--- src/rtl/usr_xfer_ctrl_pkg.sv ---
// Shared encodings for the serial transfer controller and its universal shift register.
package usr_pkg;

    typedef enum logic [1:0] {
        MODE_HOLD = 2'b00,
        MODE_SHR  = 2'b01,
        MODE_SHL  = 2'b10,
        MODE_LOAD = 2'b11
    } usr_mode_e;

    typedef enum logic [1:0] {
        ST_IDLE  = 2'b00,
        ST_SHIFT = 2'b01,
        ST_RESP  = 2'b10
    } xfer_state_e;

    localparam logic DIR_RIGHT = 1'b0;
    localparam logic DIR_LEFT  = 1'b1;

endpackage

--- src/rtl/usr_xfer_ctrl_if.sv ---
// Command, serial-link and response signals of the transfer controller.
interface usr_xfer_ctrl_if #(
    parameter int W  = 4,
    parameter int LW = $clog2(W + 1)
);
    logic          cmd_valid;
    logic          cmd_ready;
    logic [W-1:0]  cmd_data;
    logic          cmd_dir;
    logic [LW-1:0] cmd_len;
    logic          ser_en;
    logic          ser_in;
    logic          ser_out;
    logic          ser_strobe;
    logic          rsp_valid;
    logic          rsp_ready;
    logic [W-1:0]  rsp_data;
    logic          busy;

    modport master (
        output cmd_valid, cmd_data, cmd_dir, cmd_len, ser_en, ser_in, rsp_ready,
        input  cmd_ready, ser_out, ser_strobe, rsp_valid, rsp_data, busy
    );

    modport slave (
        input  cmd_valid, cmd_data, cmd_dir, cmd_len, ser_en, ser_in, rsp_ready,
        output cmd_ready, ser_out, ser_strobe, rsp_valid, rsp_data, busy
    );
endinterface

--- src/rtl/usr_core.sv ---
// W-bit universal shift register: hold, shift right, shift left or parallel load.
module usr_core
    import usr_pkg::*;
#(
    parameter int W = 4
) (
    input  logic         clk,
    input  logic         reset,
    input  logic [1:0]   mode,
    input  logic [W-1:0] D,
    input  logic         right_in,
    input  logic         left_in,
    output logic [W-1:0] Q
);

    logic [W-1:0] q_q;
    logic [W-1:0] q_d;

    // Next register contents selected by the mode code.
    always_comb begin
        q_d = q_q;
        case (usr_mode_e'(mode))
            MODE_HOLD: q_d = q_q;
            MODE_SHR:  q_d = {right_in, q_q[W-1:1]};
            MODE_SHL:  q_d = {q_q[W-2:0], left_in};
            MODE_LOAD: q_d = D;
            default:   q_d = q_q;
        endcase
    end

    // Register storage.
    always_ff @(posedge clk or posedge reset) begin
        if (reset) begin
            q_q <= {W{1'b0}};
        end else begin
            q_q <= q_d;
        end
    end

    assign Q = q_q;

endmodule

--- src/rtl/usr_xfer_ctrl.sv ---
// Full-duplex serial transfer controller: load a word, exchange len bits, return the result.
module usr_xfer_ctrl
    import usr_pkg::*;
#(
    parameter int W  = 4,
    parameter int LW = $clog2(W + 1)
) (
    input  logic            clk,
    input  logic            reset,
    usr_xfer_ctrl_if.slave  io
);

    xfer_state_e   state_q, state_d;
    logic [LW-1:0] cnt_q, cnt_d;
    logic          dir_q, dir_d;
    usr_mode_e     mode_s;
    logic [W-1:0]  q_s;
    logic [LW-1:0] eff_len_s;

    // Zero and oversize lengths both mean a full-width exchange.
    function automatic logic [LW-1:0] clamp_len(input logic [LW-1:0] len);
        if ((len == {LW{1'b0}}) || (len > LW'(W))) begin
            return LW'(W);
        end else begin
            return len;
        end
    endfunction

    assign eff_len_s = clamp_len(io.cmd_len);

    // Next-state, counter and register-mode decode.
    always_comb begin
        state_d = state_q;
        cnt_d   = cnt_q;
        dir_d   = dir_q;
        mode_s  = MODE_HOLD;
        case (state_q)
            ST_IDLE: begin
                if (io.cmd_valid) begin
                    mode_s  = MODE_LOAD;
                    dir_d   = io.cmd_dir;
                    cnt_d   = eff_len_s;
                    state_d = ST_SHIFT;
                end else begin
                    mode_s  = MODE_HOLD;
                end
            end
            ST_SHIFT: begin
                if (io.ser_en) begin
                    mode_s = (dir_q == DIR_LEFT) ? MODE_SHL : MODE_SHR;
                    cnt_d  = cnt_q - LW'(1);
                    if (cnt_q == LW'(1)) begin
                        state_d = ST_RESP;
                    end else begin
                        state_d = ST_SHIFT;
                    end
                end else begin
                    mode_s = MODE_HOLD;
                end
            end
            ST_RESP: begin
                if (io.rsp_ready) begin
                    state_d = ST_IDLE;
                end else begin
                    state_d = ST_RESP;
                end
            end
            default: begin
                state_d = ST_IDLE;
            end
        endcase
    end

    // Controller state, remaining-bit counter and latched direction.
    always_ff @(posedge clk or posedge reset) begin
        if (reset) begin
            state_q <= ST_IDLE;
            cnt_q   <= {LW{1'b0}};
            dir_q   <= DIR_RIGHT;
        end else begin
            state_q <= state_d;
            cnt_q   <= cnt_d;
            dir_q   <= dir_d;
        end
    end

    usr_core #(.W(W)) u_core (
        .clk      (clk),
        .reset    (reset),
        .mode     (mode_s),
        .D        (io.cmd_data),
        .right_in (io.ser_in),
        .left_in  (io.ser_in),
        .Q        (q_s)
    );

    // Outputs decode from state and Q only; the strobe alone also follows ser_en.
    always_comb begin
        io.cmd_ready  = (state_q == ST_IDLE);
        io.busy       = (state_q != ST_IDLE);
        io.rsp_valid  = (state_q == ST_RESP);
        io.ser_strobe = (state_q == ST_SHIFT) && io.ser_en;
        if (state_q == ST_SHIFT) begin
            io.ser_out = (dir_q == DIR_LEFT) ? q_s[W-1] : q_s[0];
        end else begin
            io.ser_out = 1'b0;
        end
        if (state_q == ST_RESP) begin
            io.rsp_data = q_s;
        end else begin
            io.rsp_data = {W{1'b0}};
        end
    end

endmodule

--- src/flat_wrapper.sv ---
// flat-port wrapper written by rule: the top's interface ports become plain ports
module usr_xfer_ctrl_flat import usr_pkg::*;
#(
    parameter int W  = 4,
    parameter int LW = $clog2(W + 1)
)
  (clk, reset, io_cmd_valid, io_cmd_data, io_cmd_dir, io_cmd_len, io_ser_en, io_ser_in, io_rsp_ready, io_cmd_ready, io_ser_out, io_ser_strobe, io_rsp_valid, io_rsp_data, io_busy);
  usr_xfer_ctrl_if #(.W(W), .LW(LW)) io_i ();
  input  logic clk;
  input  logic reset;
  input wire logic [$bits(io_i.cmd_valid)-1:0] io_cmd_valid;
  input wire logic [$bits(io_i.cmd_data)-1:0] io_cmd_data;
  input wire logic [$bits(io_i.cmd_dir)-1:0] io_cmd_dir;
  input wire logic [$bits(io_i.cmd_len)-1:0] io_cmd_len;
  input wire logic [$bits(io_i.ser_en)-1:0] io_ser_en;
  input wire logic [$bits(io_i.ser_in)-1:0] io_ser_in;
  input wire logic [$bits(io_i.rsp_ready)-1:0] io_rsp_ready;
  output wire logic [$bits(io_i.cmd_ready)-1:0] io_cmd_ready;
  output wire logic [$bits(io_i.ser_out)-1:0] io_ser_out;
  output wire logic [$bits(io_i.ser_strobe)-1:0] io_ser_strobe;
  output wire logic [$bits(io_i.rsp_valid)-1:0] io_rsp_valid;
  output wire logic [$bits(io_i.rsp_data)-1:0] io_rsp_data;
  output wire logic [$bits(io_i.busy)-1:0] io_busy;
  assign io_i.cmd_valid = io_cmd_valid;
  assign io_i.cmd_data = io_cmd_data;
  assign io_i.cmd_dir = io_cmd_dir;
  assign io_i.cmd_len = io_cmd_len;
  assign io_i.ser_en = io_ser_en;
  assign io_i.ser_in = io_ser_in;
  assign io_i.rsp_ready = io_rsp_ready;
  assign io_cmd_ready = io_i.cmd_ready;
  assign io_ser_out = io_i.ser_out;
  assign io_ser_strobe = io_i.ser_strobe;
  assign io_rsp_valid = io_i.rsp_valid;
  assign io_rsp_data = io_i.rsp_data;
  assign io_busy = io_i.busy;
  usr_xfer_ctrl #(.W(W), .LW(LW)) u_core (.clk(clk), .reset(reset), .io(io_i));
endmodule
--- config.mk ---
export PLATFORM = sky130hd
export DESIGN_NAME = usr_xfer_ctrl_flat
export DESIGN_NICKNAME = d
export VERILOG_FILES = /design/src/rtl/usr_xfer_ctrl_pkg.sv /design/src/rtl/usr_xfer_ctrl_if.sv /design/src/rtl/usr_core.sv /design/src/rtl/usr_xfer_ctrl.sv /design/src/flat_wrapper.sv
export SDC_FILE = /design/constraint.sdc
export NUM_CORES = 1
export LEC_CHECK = 0
export ABC_AREA = 1
export CELL_PAD_IN_SITES_DETAIL_PLACEMENT = 1
export CELL_PAD_IN_SITES_GLOBAL_PLACEMENT = 2
export CORE_MARGIN = 2
export CORE_UTILIZATION = 25
export CTS_CLUSTER_SIZE = 8
export DETAILED_ROUTE_END_ITERATION = 16
export GPL_TIMING_DRIVEN = 0
export PLACE_DENSITY = 0.83
export SYNTH_ARGS = -nofsm -noshare
export SYNTH_HDL_FRONTEND = slang
export SYNTH_SLANG_ARGS = --single-unit
--- constraint.sdc ---
create_clock -name clk -period 2.4 [get_ports clk]
set_input_delay 0.6 -clock clk [delete_from_list [all_inputs] [get_ports clk]]
set_output_delay 0.6 -clock clk [all_outputs]
set_load 0.03 [all_outputs]
==> impl_metrics.ini, run 1 <==
[timing]
period_needed_ns = 2.321
hold_viol = 0
tightest_slew_ns = 0.4169
drv_slew = 0
fmax_ghz = 0.4309
fin_crit_sh = 0.9670
clock_skew_ns = 0.0009576
finalSetupViolCount = 0
slew_headroom = 0.7218
rsz0062_at_grt = false
worst_slack_ns = 0.07915

[floorplan]
io_pins = 23
die_area_sq_um = 3318
rows = 19
die_w_um = 57.60
core_sq_um = 2734
die_h_um = 57.60
start_util = 0.2627

[layout]
seq_area_sq_um = 250.2
n_antenna_cell = 0
multi_input_area_sq_um = 385.4
fin_cells = 159
area_growth_pct = 39.55
fin_nets = 146
final_cell_mix = 18 x inv_1, 17 x nor2_1, 16 x nand3_1, 16 x clkdlybuf4s50_1, 15 x nand2_1
drive_above_1_share = 0.1250
final_common_cell = inv_1
nFillCells = 347

[setup_path]
critPathMaxStageDelay_ns = 0.53
crit_path_end_kind = output pin
cp_num_buf_inv = 3
rr_startpoint = u_core.state_q[1]
cp-startpoint = io_ser_en
crit_chain = clkdlybuf4s50_1 > nand3_2 > inv_1 > dlygate4sd2_1
critPathSlowestCell = clkdlybuf4s50_1
crit_family = buffers and inverters
worst_setup_path_start_kind = primary input
critPathRequiredTime_ns = 1.80
worst-path-max-fanout = 3
worstSetupPathType = in2out
arrival_ns = 1.72

[hold_path]
hp-start = u_core.u_core.Q[3]
hold_path_class = reg2reg

[power]
pwr-share-comb = 0.572
leakage_nw = 0.5247
ir_worst_vdd_mv = 0.4220
power_switching_uw = 523.2
p_clk_frac = 0.141
swShare = 0.4735
intPower_uw = 581.8
powerDensity_nw_per_um2 = 1103
seq_power_share = 0.287

[global_route]
grt-ovfl-total = 0
grt_pass1_vias = 753
grt_pass1_wl_um = 3298
grt_start_max_net_pins = 11
antenna_found_initial = 0
grt_use_total = 0.1301

[cts]
cts-htree-levels = 1
clk-insertion-delay-late_ns = 0.27
cts_hold_buf = 0
clk_pin_slew_ns = 0.07
cts_max_path_buffers = 2
clkSinkCount = 10
root_buffer = clkbuf_4
cts_tree = done
cts_buffers = 3

[yosys]
syn_nets = 119
ys_seq_elements = 10
synth_seq_area_share = 0.3484
yosys_warnings = 0
ys_types = 20
postSynthCellCount = 102
syn_area_sq_um = 718.2
syn_avg_cell_area_sq_um = 7.041

[route]
drtPass1Iterations = 4
routed_wl_um = 1847
vias_per_cell = 4.522
wl_per_cell_um = 11.62
drt-initial-drc-count = 10
route.detailed.drc = 0
ant_nets = 0
num_vias = 719

[run]
cap_violations = 0

[place]
pre_cts_ws_ns = -0.2099
place_congestion = 0.7986
dp_hpwl_um = 1504
placement.io_buffers = 22
dp_cells = 155

[outcome]
outcome = completed
sequential cells by signal (all words and copies together) (netlist names):
register and cells:
u_core.cnt_q 3, u_core.state_q 2, u_core.u_core.Q 4, u_core.dir_q 1
layout make-up:
cell class              count  share of cell area
flip-flops and latches     10              0.2497
inverters                  19             0.07116
plain buffers               1             0.01124
multi-input cells          72              0.3845
clock buffers               4             0.03620
well taps                  31             0.03870
repair buffers             22              0.2085
tightest hold or removal path: cells and delay by family, from the launching register on:
kind	cells	cell delay [ns]
flip-flops	1	0.34
AND/OR/NAND/NOR	2	0.14
power groups by stage:
stage          logic [mW]  registers, mW  clock network [mW]
2_1_floorplan       0.472          0.305                   0
3_3_place_gp        0.650          0.318                   0
3_5_place_dp        0.662          0.322                   0
4_1_cts             0.649          0.319               0.163
5_1_grt             0.734          0.329               0.172
6_report            0.632          0.318               0.156
repair_timing:
action                     4_1_cts  5_1_grt
gates resized for setup          6        2
cloned                           0        0
hold endpoints to repair         0        0
setup endpoints to repair        6        1
setup buffers                    0        0
path summary, 6_finish.rpt:
kind | end | slack, ns | depth (start not counted)
max | io_ser_strobe | 0.08 | 4
min | u_core.u_core.Q[3] | 0.51 | 2
max reg2reg | u_core.state_q[1] | 1.13 | 5
min reg2reg | u_core.u_core.Q[3] | 0.51 | 2
max in group asynchronous | u_core.u_core.Q[2] | 1.49 | 2
min in group asynchronous | u_core.cnt_q[1] | 0.62 | 2
cell usage after synthesis:
| cell | count | area share |
|---|---|---|
| nand3_1 | 16 | 0.11 |
| nor2_1 | 17 | 0.089 |
| a21oi_1 | 1 | 0.0070 |
| buf_6 | 1 | 0.016 |
| o21a_1 | 1 | 0.010 |
| dfrtp_1 | 10 | 0.35 |
| or2_0 | 1 | 0.0087 |
| inv_1 | 18 | 0.094 |
| nor2_2 | 1 | 0.0087 |
| nor2_4 | 2 | 0.031 |
| o21ai_1 | 3 | 0.021 |
| nand3_2 | 1 | 0.014 |
| nand2_4 | 2 | 0.031 |
| nand2_1 | 15 | 0.078 |
| o21ai_0 | 5 | 0.035 |
| inv_2 | 1 | 0.0052 |
| or2_2 | 1 | 0.0087 |
| ha_1 | 3 | 0.052 |
| xnor2_1 | 1 | 0.012 |
| nand2_2 | 2 | 0.017 |
through the flow:
step                      TNS, ns  hold slack, ns  total power [mW]  instance area (sq um)  utilization
after floorplan                 0          0.4402            0.7767                  718.2            -
after global placement    -0.1736          0.4993            0.9672                  977.2       0.3574
after detailed placement  -0.2099          0.5053            0.9839                  977.2       0.3574
after CTS                       0          0.5220             1.131                   1006       0.3680
after global routing            0          0.5804             1.235                   1002       0.3666
final                           0          0.5128             1.105                   1002       0.3666
kinds of logic (layout without fill, tap and decap cells):
family | count (synthesis) | in the layout | share of synthesized area
compound gates | 10 | 10 | 0.07316
flops | 10 | 10 | 0.3484
fa+ha+maj | 3 | 3 | 0.05227
simple gates | 58 | 58 | 0.3990
xor+xnor | 1 | 1 | 0.01220
buf+inv | 20 | 46 | 0.1150
routing by layer:
metal	wire, um	part of all wire	vias to the layer above	global-route usage
met5	0	0	-	0
met2	777	0.42	20	0.1948
li1	-	-	369	-
met1	932	0.50	325	0.1846
met4	36	0.019	0	0.04983
met3	101	0.055	5	0.02494
Power figures use the tool's default switching activity.
==> inputs of run 2 (changes only) <==
--- a/config.mk
+++ b/config.mk
@@ -10,10 +10,13 @@
 export CELL_PAD_IN_SITES_GLOBAL_PLACEMENT = 2
 export CORE_MARGIN = 2
 export CORE_UTILIZATION = 25
+export CTS_CLUSTER_DIAMETER = 60
 export CTS_CLUSTER_SIZE = 8
 export DETAILED_ROUTE_END_ITERATION = 16
 export GPL_TIMING_DRIVEN = 0
+export MAX_ROUTING_LAYER = met4
 export PLACE_DENSITY = 0.83
 export SYNTH_ARGS = -nofsm -noshare
 export SYNTH_HDL_FRONTEND = slang
 export SYNTH_SLANG_ARGS = --single-unit
+export TNS_END_PERCENT = 100
==> run 2 against run 1 <==
Against the previous run: fmax did not move; first-iteration DRC count unchanged; clock-buffer cell count unchanged; power is essentially flat; die area did not move; sequential cell count unchanged; routed wire length about the same; critical path type unchanged; largest cell class unchanged; largest power group unchanged.
==> impl_metrics.ini, run 2 (synthesized netlist as in run 1, its figures left out) <==
[outcome]
outcome = completed

[route]
drtPass1Iterations = 4
ant_nets = 0
drt-initial-drc-count = 10
routed_wl_um = 1846
vias_per_cell = 4.516
wl_per_cell_um = 11.61
num_vias = 718
route.detailed.drc = 0

[cts]
cts_resized = 6
cts_hold_buf = 0
clk-insertion-delay-late_ns = 0.27
clk_pin_slew_ns = 0.07
cts_buffers = 3
root_buffer = clkbuf_4
clkSinkCount = 10
cts_setup_buffers = 0
cts-htree-levels = 1
cts_max_path_buffers = 2
cts_tree = done

[floorplan]
die_w_um = 57.60
rows = 19
die_h_um = 57.60
start_util = 0.2627
io_pins = 23
die_area_sq_um = 3318
core_sq_um = 2734

[layout]
final_common_cell = inv_1
drive_above_1_share = 0.1250
fin_cells = 159
n_antenna_cell = 0
final_cell_mix = 18 x inv_1, 17 x nor2_1, 16 x nand3_1, 16 x clkdlybuf4s50_1, 15 x nand2_1
area_growth_pct = 39.55
fin_nets = 146
largest_register_ff_count = 4
fin_util = 0.3666
design_area_sq_um = 1002

[timing]
slew_headroom = 0.7205
rsz0062_at_grt = false
fmax_ghz = 0.4309
hold_viol = 0
fin_crit_sh = 0.9670
period_needed_ns = 2.321
clock_skew_ns = 0.001357
fin_tns_setup_ns = 0
finalSetupViolCount = 0
drv_slew = 0
tightest_slew_ns = 0.4188
holdWs_ns = 0.5127
worst_slack_ns = 0.07915

[power]
power_switching_uw = 523.2
intPower_uw = 581.8
leakage_nw = 0.5247
ir_worst_vdd_mv = 0.4215
finalPower_mw = 1.105
seq_power_share = 0.288
p_clk_frac = 0.141
swShare = 0.4735
pwr-share-comb = 0.572
powerDensity_nw_per_um2 = 1103

[setup_path]
worst_setup_path_start_kind = primary input
worstSetupPathType = in2out
worst-path-max-fanout = 3
crit_chain = clkdlybuf4s50_1 > nand3_2 > inv_1 > dlygate4sd2_1
arrival_ns = 1.72
critPathMaxStageDelay_ns = 0.53
crit_path_end_kind = output pin
cp_num_buf_inv = 3
crit_family = buffers and inverters
critPathRequiredTime_ns = 1.80
critPathSlowestCell = clkdlybuf4s50_1

[place]
dp_cells = 155
place_congestion = 0.8101
place_area_sq_um = 977.2
pre_cts_ws_ns = -0.2099
dp_hpwl_um = 1504
placement.io_buffers = 22

[global_route]
grt_util_met2 = 0.1948
grt_pass1_vias = 753
grt_use_total = 0.1341
use_met3 = 0.02041
antenna_found_initial = 0
grtUsageMet1 = 0.1874
grt_pass1_wl_um = 3305
grt-ovfl-total = 0
grt_start_max_net_pins = 11
grt_busiest_layer = met2

[hold_path]
hold_path_class = reg2reg

[run]
cap_violations = 0
run 2: cell counts in the layout (fill, tap and decap cells not counted):
Identical to the previous run, type by type.
run 2: path summary, 6_finish.rpt:
path                                       to               start  depth (start not counted)  slack, ns
setup / recovery                io_ser_strobe           io_ser_en                          4       0.08
min in group asynchronous     u_core.cnt_q[1]               reset                          2       0.62
hold / removal             u_core.u_core.Q[3]  u_core.u_core.Q[3]                          2       0.51
hold reg to reg            u_core.u_core.Q[3]  u_core.u_core.Q[3]                          2       0.51
setup reg to reg            u_core.state_q[1]   u_core.state_q[1]                          5       1.13
max in group asynchronous  u_core.u_core.Q[2]               reset                          2       1.49
run 2: routing by layer:
layer / wire length, um / vias to the layer above
li1: - / 369
met1: 945 / 324
met2: 777 / 20
met3: 87 / 5
met4: 36 / 0
met5: 0 / -
run 2: worst register-to-register path, cell delays in order (launching register included):
cell,delay [ns]
dfrtp_1,0.45
inv_1,0.14
nand2_1,0.13
or2_0,0.26
o21ai_0,0.10
nor2_1,0.08
run 2: layout make-up:
type                            instances  area (sq um)
Multi-Input combinational cell         72         385.4
Fill cell                             347          1732
Timing Repair Buffer                   22         209.0
Clock buffer                            4         36.28
Tap cell                               31         38.79
Sequential cell                        10         250.2
Buffer                                  1         11.26
Inverter                               19         71.32
run 2: power groups by stage:
stage / Clock (mW) / Sequential, mW / Combinational, mW
after floorplan: 0 / 0.305 / 0.472
after global placement: 0 / 0.318 / 0.650
after detailed placement: 0 / 0.322 / 0.662
after CTS: 0.163 / 0.319 / 0.649
after global routing: 0.172 / 0.329 / 0.733
final: 0.156 / 0.318 / 0.632
